[src/rtl/reproductor_melodia_pkg.sv]
// Shared types and constants for the melody player.
// Latency: none (declarations only).
// Backpressure: not applicable.
package melodia_pkg;

    typedef enum logic [1:0] {
        REPOSO,
        CARGA,
        TONO,
        SILENCIO
    } estado_t;

    localparam int NUM_NOTAS_DEF      = 25;
    localparam int ANCHO_DIR          = 5;
    localparam int ANCHO_FREC         = 16;
    localparam int FRECUENCIA_CLK_DEF = 48000000;

    // Width of the duration counter shared by the tone and silence phases.
    function automatic int ancho_duracion(input int a, input int b);
        int m;
        m = (a > b) ? a : b;
        return (m < 2) ? 1 : $clog2(m);
    endfunction

endpackage

[src/rtl/reproductor_melodia_divisor_tono.sv]
// Half-period divider: latches a note's half-period and toggles a square wave.
// Latency: onda changes one edge after the counter hits periodo-1.
// Backpressure: none; driven purely by the cargar/habilitar strobes.
module divisor_tono
    import melodia_pkg::*;
(
    input  logic                  clk,
    input  logic                  rst,
    input  logic                  habilitar,
    input  logic                  cargar,
    input  logic [ANCHO_FREC-1:0] periodo,
    output logic                  onda
);

    logic [ANCHO_FREC-1:0] periodo_q, periodo_d;
    logic [ANCHO_FREC-1:0] cnt_q, cnt_d;
    logic                  onda_q, onda_d;

    // Next-state: load on cargar, count/toggle while enabled, otherwise park low.
    always_comb begin
        periodo_d = periodo_q;
        cnt_d     = cnt_q;
        onda_d    = onda_q;
        if (cargar) begin
            periodo_d = periodo;
            cnt_d     = '0;
            onda_d    = 1'b0;
        end else if (habilitar) begin
            // A zero half-period is a rest: counter and output stay frozen.
            if (periodo_q != '0) begin
                if (cnt_q == periodo_q - ANCHO_FREC'(1)) begin
                    cnt_d  = '0;
                    onda_d = ~onda_q;
                end else begin
                    cnt_d = cnt_q + ANCHO_FREC'(1);
                end
            end
        end else begin
            cnt_d  = '0;
            onda_d = 1'b0;
        end
    end

    // Register divider state.
    always_ff @(posedge clk or posedge rst) begin
        if (rst) begin
            periodo_q <= '0;
            cnt_q     <= '0;
            onda_q    <= 1'b0;
        end else begin
            periodo_q <= periodo_d;
            cnt_q     <= cnt_d;
            onda_q    <= onda_d;
        end
    end

    assign onda = onda_q;

endmodule

[src/rtl/reproductor_melodia.sv]
// Melody sequencer: walks the note ROM, sounds each note then a silent gap.
// Latency: 2 edges from iniciar to tone; 1+CICLOS_NOTA+CICLOS_SILENCIO per note.
// Backpressure: none; detener aborts at the next edge. REPRODUCTOR_REPETIR_EN loops playback.
module reproductor_melodia
    import melodia_pkg::*;
#(
    parameter int NUM_NOTAS       = NUM_NOTAS_DEF,
    parameter int CICLOS_NOTA     = 12000000,
    parameter int CICLOS_SILENCIO = 2400000
) (
    input  logic                  clk,
    input  logic                  rst,
    input  logic                  iniciar,
    input  logic                  detener,
    input  logic [ANCHO_FREC-1:0] frecuencia_de_nota,
    output logic [ANCHO_DIR-1:0]  direccion_nota,
    output logic                  buzzer,
    output logic                  reproduciendo,
    output logic                  fin
);

    localparam int ANCHO_DUR = ancho_duracion(CICLOS_NOTA, CICLOS_SILENCIO);
    localparam logic [ANCHO_DUR-1:0] FIN_TONO     = ANCHO_DUR'(CICLOS_NOTA - 1);
    localparam logic [ANCHO_DUR-1:0] FIN_SILENCIO = ANCHO_DUR'(CICLOS_SILENCIO - 1);
    localparam logic [ANCHO_DIR-1:0] ULTIMA_NOTA  = ANCHO_DIR'(NUM_NOTAS - 1);

    estado_t              estado_q, estado_d;
    logic [ANCHO_DIR-1:0] dir_q, dir_d;
    logic [ANCHO_DUR-1:0] dur_q, dur_d;
    logic                 rep_q, rep_d;
    logic                 fin_q, fin_d;
    logic                 cargar, habilitar;

    // Sequencing decisions; habilitar drops on the last tone cycle so the
    // divider forces the buzzer low on the edge into SILENCIO.
    always_comb begin
        estado_d  = estado_q;
        dir_d     = dir_q;
        dur_d     = dur_q;
        fin_d     = 1'b0;
        cargar    = 1'b0;
        habilitar = 1'b0;
        case (estado_q)
            REPOSO: begin
                dir_d = '0;
                dur_d = '0;
                if (iniciar && !detener) begin
                    estado_d = CARGA;
                end
            end
            CARGA: begin
                cargar   = 1'b1;
                dur_d    = '0;
                estado_d = TONO;
            end
            TONO: begin
                if (dur_q == FIN_TONO) begin
                    dur_d    = '0;
                    estado_d = SILENCIO;
                end else begin
                    dur_d     = dur_q + ANCHO_DUR'(1);
                    habilitar = 1'b1;
                end
            end
            SILENCIO: begin
                if (dur_q == FIN_SILENCIO) begin
                    dur_d = '0;
                    if (dir_q == ULTIMA_NOTA) begin
                        fin_d = 1'b1;
                        dir_d = '0;
`ifdef REPRODUCTOR_REPETIR_EN
                        estado_d = CARGA;
`else
                        estado_d = REPOSO;
`endif
                    end else begin
                        dir_d    = dir_q + ANCHO_DIR'(1);
                        estado_d = CARGA;
                    end
                end else begin
                    dur_d = dur_q + ANCHO_DUR'(1);
                end
            end
            default: begin
                estado_d = REPOSO;
                dir_d    = '0;
                dur_d    = '0;
            end
        endcase
        // Stop has priority over everything, including the final fin pulse.
        if (detener && (estado_q != REPOSO)) begin
            estado_d  = REPOSO;
            dir_d     = '0;
            dur_d     = '0;
            fin_d     = 1'b0;
            cargar    = 1'b0;
            habilitar = 1'b0;
        end
        rep_d = (estado_d != REPOSO);
    end

    // FSM state and registered outputs.
    always_ff @(posedge clk or posedge rst) begin
        if (rst) begin
            estado_q <= REPOSO;
            dir_q    <= '0;
            dur_q    <= '0;
            rep_q    <= 1'b0;
            fin_q    <= 1'b0;
        end else begin
            estado_q <= estado_d;
            dir_q    <= dir_d;
            dur_q    <= dur_d;
            rep_q    <= rep_d;
            fin_q    <= fin_d;
        end
    end

    divisor_tono u_divisor (
        .clk       (clk),
        .rst       (rst),
        .habilitar (habilitar),
        .cargar    (cargar),
        .periodo   (frecuencia_de_nota),
        .onda      (buzzer)
    );

    assign direccion_nota = dir_q;
    assign reproduciendo  = rep_q;
    assign fin            = fin_q;

endmodule

[config.mk]
export PLATFORM = sky130hd
export DESIGN_NAME = reproductor_melodia
export DESIGN_NICKNAME = d
export VERILOG_FILES = /design/src/rtl/reproductor_melodia_pkg.sv /design/src/rtl/reproductor_melodia_divisor_tono.sv /design/src/rtl/reproductor_melodia.sv
export SDC_FILE = /design/constraint.sdc
export NUM_CORES = 1
export LEC_CHECK = 0
export BUFFER_PORTS_ARGS = -buffer_cell sky130_fd_sc_hd__buf_2
export CAP_MARGIN = 15
export CORE_MARGIN = 1
export CORE_UTILIZATION = 40
export DETAILED_ROUTE_END_ITERATION = 7
export GPL_TIMING_DRIVEN = 1
export PLACE_DENSITY = 0.59
export SYNTH_ARGS = -nofsm -noshare
export SYNTH_HDL_FRONTEND = slang
export SYNTH_HIERARCHICAL = 1
export SYNTH_SLANG_ARGS = --single-unit
[constraint.sdc]
create_clock -name clk -period 8 [get_ports clk]
set_input_delay 0.8 -clock clk [delete_from_list [all_inputs] [get_ports clk]]
set_output_delay 0.8 -clock clk [all_outputs]
set_load 0.02 [all_outputs]
==> results of run 1 <==
flip-flops by register name, indices dropped and copies added, names as in the netlist:
register	count
estado_q	2
u_divisor/periodo_q	16
fin	1
dur_q	24
direccion_nota	5
u_divisor/cnt_q	16
reproduciendo	1
u_divisor/onda	1
final cells by class:
type,count,share of cell area [%]
tap,129,3.786
clock inverter,2,0.8218
multi-input combinational,303,47.84
clock buffer,13,3.962
sequential,66,38.74
inverter,13,1.145
timing repair buffer,30,3.698
report_power, final:
part / switching, mW / internal (mW)
Clock: 0.125 / 0.168
Combinational: 0.0789 / 0.0801
Sequential: 0.0533 / 0.364
layout by cell type (no fill, tap or decap), types with 3 or more instances in the layout:
| cell | n |
|---|---|
| a21oi_1 | 6 |
| a31o_2 | 3 |
| and3_1 | 8 |
| and4_1 | 4 |
| buf_2 | 27 |
| buf_4 | 3 |
| clkbuf_8 | 12 |
| dfrtp_1 | 66 |
| ha_1 | 5 |
| inv_1 | 13 |
| mux2_2 | 13 |
| nand2_1 | 35 |
| nand2b_1 | 6 |
| nand3_1 | 25 |
| nand4_1 | 15 |
| nor2_1 | 40 |
| nor2_2 | 10 |
| nor2b_1 | 5 |
| nor3_1 | 12 |
| nor4_1 | 8 |
| o21ai_0 | 10 |
| or3_1 | 3 |
| or4_1 | 3 |
| xnor2_1 | 22 |
| xor2_1 | 34 |
through the flow:
stage | worst slack [ns] | utilization [%]
after global placement | 5.021 | 43.93
after CTS | 5.079 | 46.13
after floorplan | 5.388 | -
after global routing | 4.876 | 46.13
after detailed placement | 5.011 | 43.93
final | 5.108 | 46.13
critical path, cell delays in order (launching register included):
cell and delay, ns:
dfrtp_1 0.41, inv_1 0.09, ha_1 0.24, or4b_2 0.65, nor4_1 0.29, a31oi_1 0.06
a21oi_1 0.14, nand3_1 0.15, o31a_4 0.38, nor2_4 0.25, nor2_1 0.10
metal layers:
metal	track usage [%]	wire length [µm]	vias up
met5	0	0	-
met4	7.014	140	0
met3	3.935	203	15
met2	25.96	3421	33
met1	24.01	3975	1425
li1	-	-	1448
how the worst max path moves through the flow:
stage / endpoint / slack, ns / cells after the start / start
floorplan: u_divisor/cnt_q[8]$_DFFE_PP0P_ / 5.39 / 11 / u_divisor/periodo_q[0]$_DFFE_PP0P_
global placement: u_divisor/cnt_q[15]$_DFFE_PP0P_ / 5.02 / 9 / detener
detailed placement: u_divisor/cnt_q[15]$_DFFE_PP0P_ / 5.01 / 9 / detener
CTS: u_divisor/cnt_q[15]$_DFFE_PP0P_ / 5.08 / 10 / u_divisor/periodo_q[0]$_DFFE_PP0P_
global route: u_divisor/cnt_q[5]$_DFFE_PP0P_ / 4.88 / 10 / u_divisor/periodo_q[0]$_DFFE_PP0P_
finish: u_divisor/cnt_q[15]$_DFFE_PP0P_ / 5.11 / 10 / u_divisor/periodo_q[0]$_DFFE_PP0P_
cells by family (layout without fill, tap and decap cells):
logic type               count (synthesis)  after routing
AO/OA/AOI/OAI                           37             37
XOR/XNOR                                56             56
adder cells (fa/ha/maj)                  5              5
buffers and inverters                   24             58
flip-flops                              66             66
multiplexers                            15             15
AND/OR/NAND/NOR                        190            190
==> flow_summary.toml, run 1 <==
[clocking]
postCtsSetupBuffers = 0
ctsResizeCount = 0
numCtsBuffers = 9
cts_max_level = 3
root_buffer = "clkbuf_8"
clk_latency_ns = 0.34
cts_sinks = 66
cts.clk_slew.worst_paths_ns = 0.07
clockBufferDepth = 2
cts.hold.buffers_added = 0
cts_tree = "yes"

[worst_setup_path]
worst-r2r-setup-slack_ns = 5.11
critPathRequiredTime_ns = 8.20
endpoint_kind = "register"
rr_endpoint = "u_divisor/cnt_q[15]$_DFFE_PP0P_"
arrival_ns = 3.10
crit_fanout = 11
r2r_start = "u_divisor/periodo_q[0]$_DFFE_PP0P_"
reg2regPathDepth = 10
worstSetupPathType = "register to register"
start_kind = "register"

[sta]
max-slew-margin-rel_pct = 45.44
tightestPinTransition_ns = 0.8145
hold_slack_ns = 0.4342
min_period_ns = 2.892
rsz0062_at_grt = "no"
period_share_pct = 36.15
max_freq_mhz = 345.8
finClkSkew_ns = 0.01473
slew_violations = 0
finalSetupViolCount = 0
finalHoldViolCount = 0
tns_ns = 0

[synth]
synthDistinctLibCells = 52
postSynthAreaPerCell_um2 = 9.678
ys_warn_count = 6
ys_ff_latch = 66
syn_area_um2 = 3804
synth_enable_flop_cells = 0
synth-async-reset-ratio_pct = 100.0
synth_top_family_by_area = "simple AND/OR/NAND/NOR gates"
syn_nets = 418
synth_most_common_cell = "dfrtp_1"
seq_area_frac_synth_pct = 43.42
yosys-top-cells-area = "dfrtp_1 43%, xor2_1 7.8%, xnor2_1 5.1%, nor2_1 3.9%, mux2_2 3.8%"
synthCells = 393
yosys.area_share.simple_pct = 27.43
synth-compound-area-share_pct = 7.138
netlist_top_cells_count = "66 x dfrtp_1, 40 x nor2_1, 35 x nand2_1"
synth_xor_area_share_pct = 12.89
synthAdderAreaFrac_pct = 1.645
yosys.area.top_type = "dfrtp_1"
synth_top_cell_area_share_pct = 43.42
muxShareOfSynthArea_pct = 4.375
synth_top_flop_cell = "dfrtp_1"

[routing]
drc_errors = 0
firstDrtPassIters = 4
wl_um = 7741
vias = 2921
via_per_inst = 5.254
drt_iter0_markers = 85
ant_nets = 0
wl_per_cell_um = 13.92

[final_layout]
diodes = 0
layoutNonFillerInstCount = 556
seq_area_um2 = 1652
fin_area_um2 = 4263
n_fill_cell = 904
area_growth_pct = 12.07
multi_input_area_um2 = 2039
drive_above_1_share_pct = 19.20
nets = 448

[placement]
gp_congestion = 0.8362
post_dp_cell_area_um2 = 4059
dpl.hpwl_um = 5594
dp.cells = 541
numPortBuffers = 27

[grt]
grt_max_degree = 34
grt_usage_pct = 17.25
antenna_found_initial = 0
grt_pass1_wl_um = 13340
grt-ovfl-total = 0
grt_pass1_vias = 2780

[pwr]
finalPower_uw = 868.7
p_leak_nw = 1.725
cellPowerDensity_nw_per_um2 = 203.8
ir_drop_mv = 0.08664

[min_path]
holdCritPathClass = "input port to asynchronous set/reset pin"

[floorplan]
initial_utilization_pct = 41.16
fp.dieW_um = 99.52
die_h_um = 99.52
rows = 35
core_area_um2 = 9240
die-area_um2 = 9903
io_pins = 28

[run_status]
status = "completed"

[run]
drv_cap = 0
Note: power is estimated with default switching activity, not from simulation.
==> run 2: changes to the inputs <==
ABC_AREA = 1   (was unset)
clock period = 2.93 ns   (was 8 ns; I/O delays follow)
==> flow_summary.toml, run 2 <==
[run_status]
status = "completed"

[worst_setup_path]
arrival_ns = 2.78
worstSetupPathType = "register to register"
worst-r2r-setup-slack_ns = 0.41
start_kind = "register"
max_stage_delay_ns = 0.41
crit_fanout = 11
cp_num_buf_inv = 1
timing.critical_path.mode_cell = "nand2_1"
crit_family = "simple AND/OR/NAND/NOR gates"
slowest_stage = "dfrtp_1"
crit_chain = "ha_1, nand3_2, nor2_4, nand2_4, clkinv_4, nand2_1, nand2_2, nor2_1, nand2_1, nor3_1, nand3_1, nand2_1, nor2_1, xnor2_1, nor2_2"
endpoint_kind = "register"
critPathRequiredTime_ns = 3.19

[routing]
wl_per_cell_um = 11.81
wl_um = 8790
vias = 3517
ant_nets = 0
drc_errors = 0
firstDrtPassIters = 4
via_per_inst = 4.727
drt_iter0_markers = 159

[sta]
tightestPinTransition_ns = 0.5563
rsz0062_at_grt = "no"
finalSetupViolCount = 0
max-slew-margin-rel_pct = 62.91
min_period_ns = 2.519
tns_ns = 0
finClkSkew_ns = 0.01035
slew_violations = 0
worst_slack_ns = 0.4109
finalHoldViolCount = 0
max_freq_mhz = 397.0
period_share_pct = 85.98

[final_layout]
mostFrequentLayoutCells = "158 x nand2_1, 73 x inv_1, 67 x nor2_1"
largest_register = "dur_q"
n_fill_cell = 1041
final_common_cell = "nand2_1"
post-route-util_pct = 45.68
diodes = 0
area_growth_pct = 11.24
drive_above_1_share_pct = 18.42
largest_reg_flops = 24
nets = 628
reg_top3 = "dur_q: 24 flops, u_divisor/cnt_q: 16 flops, u_divisor/periodo_q: 16 flops"

[synth]
synth_xor_area_share_pct = 8.716
syn_area_um2 = 4220
ys_ff_latch = 66
synthCells = 571
postSynthAreaPerCell_um2 = 7.391
muxShareOfSynthArea_pct = 0
ys_warn_count = 6
synth-compound-area-share_pct = 3.587
synth_most_common_cell = "nand2_1"
yosys-top-cells-area = "dfrtp_1 39%, nand2_1 14%, inv_1 6.5%, xor2_1 6.4%, nor2_1 6.0%"
synthDistinctLibCells = 30
yosys.area.top_type = "dfrtp_1"
synth-async-reset-ratio_pct = 100.0
seq_area_frac_synth_pct = 39.13
syn_nets = 596
synth_top_cell_area_share_pct = 39.13
synth_top_flop_cell = "dfrtp_1"
synth_top_family_by_area = "simple AND/OR/NAND/NOR gates"
netlist_top_cells_count = "158 x nand2_1, 73 x inv_1, 68 x nor2_1"
yosys.area_share.simple_pct = 37.95
synth_enable_flop_cells = 0
synthAdderAreaFrac_pct = 1.482

[run]
drv_cap = 0

[clocking]
root_buffer = "clkbuf_8"
cts.hold.buffers_added = 0
cts.clk_slew.worst_paths_ns = 0.08
ctsResizeCount = 0
clockBufferDepth = 2
clk_latency_ns = 0.36
cts_tree = "yes"
postCtsSetupBuffers = 0
cts_max_level = 3
numCtsBuffers = 9
cts_sinks = 66

[placement]
gp_congestion = 0.8358
numPortBuffers = 27
place_ws_ns = 0.3928
dpl.hpwl_um = 6514

[floorplan]
fp.dieW_um = 104.7
core_area_um2 = 10280
io_pins = 28
rows = 37
die_h_um = 104.7
initial_utilization_pct = 41.06
die-area_um2 = 10970

[pwr]
comb_power_share_pct = 25.4
sequentialPowerShare_pct = 41.3
cellPowerDensity_nw_per_um2 = 583.5
p_leak_nw = 2.140
clkPwrFrac_pct = 33.3
switchingPower_uw = 952.0
p_sw_share_pct = 34.75
power.internal_mw = 1.787
ir_drop_mv = 0.2507

[grt]
grt_pass1_vias = 3593
grt-ovfl-total = 0
grt_usage_pct = 18.11
grt_pass1_wl_um = 15880
antenna_found_initial = 0
grt_max_degree = 34

[min_path]
holdCritPathClass = "input port to asynchronous set/reset pin"
==> run 2: cell types whose count changed in the layout (fill, tap and decap cells not counted), moves of 7 or more <==
cell / change
and3_1: -8
nor4_1: -7
nor2_1: +27
nand2_2: +9
xnor2_1: -11
nor2_2: +31
o21ai_0: +8
nand2_1: +123
inv_1: +60
mux2_2: -13
==> run 2: power by group through the flow <==
stage | sequential (mW) | clock, mW | combinational, mW
after detailed placement | 1.14 | 0 | 0.690
after floorplan | 1.12 | 0 | 0.562
final | 1.13 | 0.913 | 0.695
after global routing | 1.15 | 0.973 | 0.809
after CTS | 1.13 | 0.949 | 0.698
after global placement | 1.15 | 0 | 0.676
==> run 2: worst paths after layout <==
path / start / end / cells past startpoint
max reg2reg: dur_q[0]$_DFF_PP0_ / u_divisor/cnt_q[11]$_DFFE_PP0P_ / 15
max in group asynchronous: rst / u_divisor/periodo_q[7]$_DFFE_PP0P_ / 3
max: dur_q[0]$_DFF_PP0_ / u_divisor/cnt_q[11]$_DFFE_PP0P_ / 15
min in group clk: frecuencia_de_nota[3] / u_divisor/periodo_q[3]$_DFFE_PP0P_ / 3
min reg2reg: dur_q[0]$_DFF_PP0_ / dur_q[0]$_DFF_PP0_ / 1
min: rst / reproduciendo$_DFF_PP0_ / 3
==> run 2: worst register-to-register path, delay by kind of cell (launching register included) <==
kind          cells  cell delay, ns
simple gates     12            1.54
flops             1            0.41
fa+ha+maj         1            0.24
xor+xnor          1            0.17
buf+inv           1            0.07
==> run 2: logic make-up after synthesis <==
kind of cell	after synthesis
XOR/XNOR	42
adder cells (fa/ha/maj)	5
AO/OA/AOI/OAI	26
buffers and inverters	85
AND/OR/NAND/NOR	347
flip-flops	66
==> run 2: area by class of cell <==
class	instances	area [µm²]	share of cell area [%]
flip-flops and latches	66	1652	35.18
well taps	136	170.2	3.625
inverters	76	292.8	6.237
multi-input cells	420	2186	46.56
repair buffers	30	157.7	3.358
clock buffers	11	151.4	3.225
clock inverters	5	85.08	1.812
==> run 2: layer usage <==
| metal | vias to the layer above | wire (µm) | part of all wire (%) | global-route usage (%) |
|---|---|---|---|---|
| met1 | 1591 | 4018 | 46 | 21.87 |
| met2 | 64 | 4217 | 48 | 30.37 |
| met3 | 30 | 298 | 3.4 | 3.681 |
| met5 | - | 0 | 0 | 0 |
| li1 | 1832 | - | - | - |
| met4 | 0 | 257 | 2.9 | 9.557 |
==> run 2: metrics by stage <==
stage	power [mW]	instances	hold slack (ns)	instance area [µm²]
2_1_floorplan	1.679	571	0.3661	4220
3_3_place_gp	1.824	728	0.4169	4458
3_5_place_dp	1.835	728	0.4210	4458
4_1_cts	2.779	744	0.01928	4695
5_1_grt	2.927	744	0.07746	4695
6_report	2.739	744	0.008067	4695
==> run 3: changes to the inputs <==
BUFFER_PORTS_ARGS = unset   (was -buffer_cell sky130_fd_sc_hd__buf_2)
CELL_PAD_IN_SITES_DETAIL_PLACEMENT = 2   (was unset)
CELL_PAD_IN_SITES_GLOBAL_PLACEMENT = 2   (was unset)
CORE_UTILIZATION = 37   (was 40)
DONT_BUFFER_PORTS = 1   (was unset)
MAX_ROUTING_LAYER = met4   (was unset)
PLACE_DENSITY = 0.81   (was 0.59)
==> flow_summary.toml, run 3 (same netlist as run 2, synthesis figures left out) <==
[run_status]
status = "completed"

[pwr]
ir_drop_mv = 0.4547
switchingPower_mw = 1.028
finalPower_mw = 2.974
comb_power_share_pct = 24.7
cellPowerDensity_nw_per_um2 = 642.1
clkPwrFrac_pct = 36.7
p_leak_nw = 2.050
power.internal_mw = 1.946
p_sw_share_pct = 34.56
sequentialPowerShare_pct = 38.6

[routing]
via_per_inst = 5.068
drt_iter0_markers = 81
vias = 3649
wl_per_cell_um = 16.46
wl_um = 11850
drc_errors = 0
ant_nets = 0
firstDrtPassIters = 4

[grt]
grt_pass1_vias = 4171
grt_usage_pct = 23.39
antenna_found_initial = 0
grt_max_degree = 34
grt-ovfl-total = 0
grt_pass1_wl_um = 20240

[sta]
finClkSkew_ns = 0.008917
min_period_ns = 2.629
period_share_pct = 89.73
max-slew-margin-rel_pct = 60.99
hold_slack_ns = 0.01965
rsz0062_at_grt = "no"
finalSetupViolCount = 0
finalHoldViolCount = 0
tns_ns = 0
max_freq_mhz = 380.3
tightestPinTransition_ns = 0.5851
slew_violations = 0

[clocking]
clk_latency_ns = 0.34
cts.hold.buffers_added = 1
postCtsSetupBuffers = 0
numCtsBuffers = 9
cts_max_level = 3
ctsResizeCount = 0
cts.clk_slew.worst_paths_ns = 0.06
cts_sinks = 66
clockBufferDepth = 2
root_buffer = "clkbuf_16"
cts_tree = "yes"

[placement]
dpl.hpwl_um = 8917
numPortBuffers = 0
gp_congestion = 0.8273

[worst_setup_path]
cp_num_buf_inv = 1
critPathRequiredTime_ns = 3.16
crit_chain = "ha_1, nand3_2, nor2_4, nand2_4, clkinv_4, nand2_1, nand2_2, nor2_1, nand2_1, nor3_1, nand3_1, nand2_1, nor3_1, xor2_1, nor2_2"
worstSetupPathType = "register to register"
crit_family = "simple AND/OR/NAND/NOR gates"
timing.critical_path.mode_cell = "nand2_1"
r2r_start = "dur_q[0]$_DFF_PP0_"
arrival_ns = 2.86
crit_fanout = 11
max_stage_delay_ns = 0.40
start_kind = "register"
slowest_stage = "dfrtp_1"
endpoint_kind = "register"
crit_path_start = "dur_q[0]$_DFF_PP0_"

[floorplan]
die_h_um = 108.8
die-area_um2 = 11840
fp.dieW_um = 108.8
core_area_um2 = 10980
rows = 38
io_pins = 28
initial_utilization_pct = 38.43

[final_layout]
final_common_cell = "nand2_1"
diodes = 0
largest_reg_flops = 24
seq_area_um2 = 1652
drive_above_1_share_pct = 14.14
n_fill_cell = 1311
mostFrequentLayoutCells = "158 x nand2_1, 73 x inv_1, 67 x nor2_1"
nets = 602
reg_top3 = "dur_q: 24 flops, u_divisor/cnt_q: 16 flops, u_divisor/periodo_q: 16 flops"
largest_register = "dur_q"
area_growth_pct = 9.754
multi_input_area_um2 = 2186

[min_path]
holdCritPathClass = "input port to register"
min-delay-start = "detener"

[run]
drv_cap = 0
-- run 3: layout make-up --
cell class / instances / area share, %
multi-input combinational: 420 / 47.19
timing repair buffer: 4 / 0.7023
inverter: 76 / 6.321
tap: 140 / 3.782
clock buffer: 12 / 5.538
clock inverter: 2 / 0.8104
sequential: 66 / 35.66
-- run 3: stage by stage --
step	area, µm²	std cells	setup slack (ns)	utilization [%]
detailed placement	4328	705	0.2975	39.41
floorplan	4220	571	0.8201	-
CTS	4632	720	0.2672	42.17
global route	4632	720	0.007021	42.17
finish	4632	720	0.3008	42.17
global placement	4328	705	0.5052	39.41
-- run 3: power by group through the flow --
stage                     Sequential [mW]  Combinational [mW]  Clock [mW]
after CTS                            1.15               0.749        1.12
after detailed placement             1.16               0.733           0
after global placement               1.16               0.679           0
after floorplan                      1.12               0.562           0
after global routing                 1.16               0.844        1.16
final                                1.15               0.735        1.09
-- run 3: routing by layer --
metal	up-vias	track usage (%)	share of wire [%]
met5	-	-	0
li1	1764	-	-
met1	1816	24.22	41
met4	0	6.853	1.6
met2	49	42.90	54
met3	20	6.515	3.2
-- run 3: final timing paths --
check / endpoint / slack (ns) / cells after the start
min in group asynchronous: fin$_DFF_PP0_ / 0.51 / 3
setup reg to reg: u_divisor/cnt_q[13]$_DFFE_PP0P_ / 0.30 / 15
max in group asynchronous: u_divisor/periodo_q[2]$_DFFE_PP0P_ / 2.08 / 3
setup / recovery: u_divisor/cnt_q[13]$_DFFE_PP0P_ / 0.30 / 15
hold reg to reg: dur_q[0]$_DFF_PP0_ / 0.47 / 1
hold / removal: fin$_DFF_PP0_ / 0.02 / 1
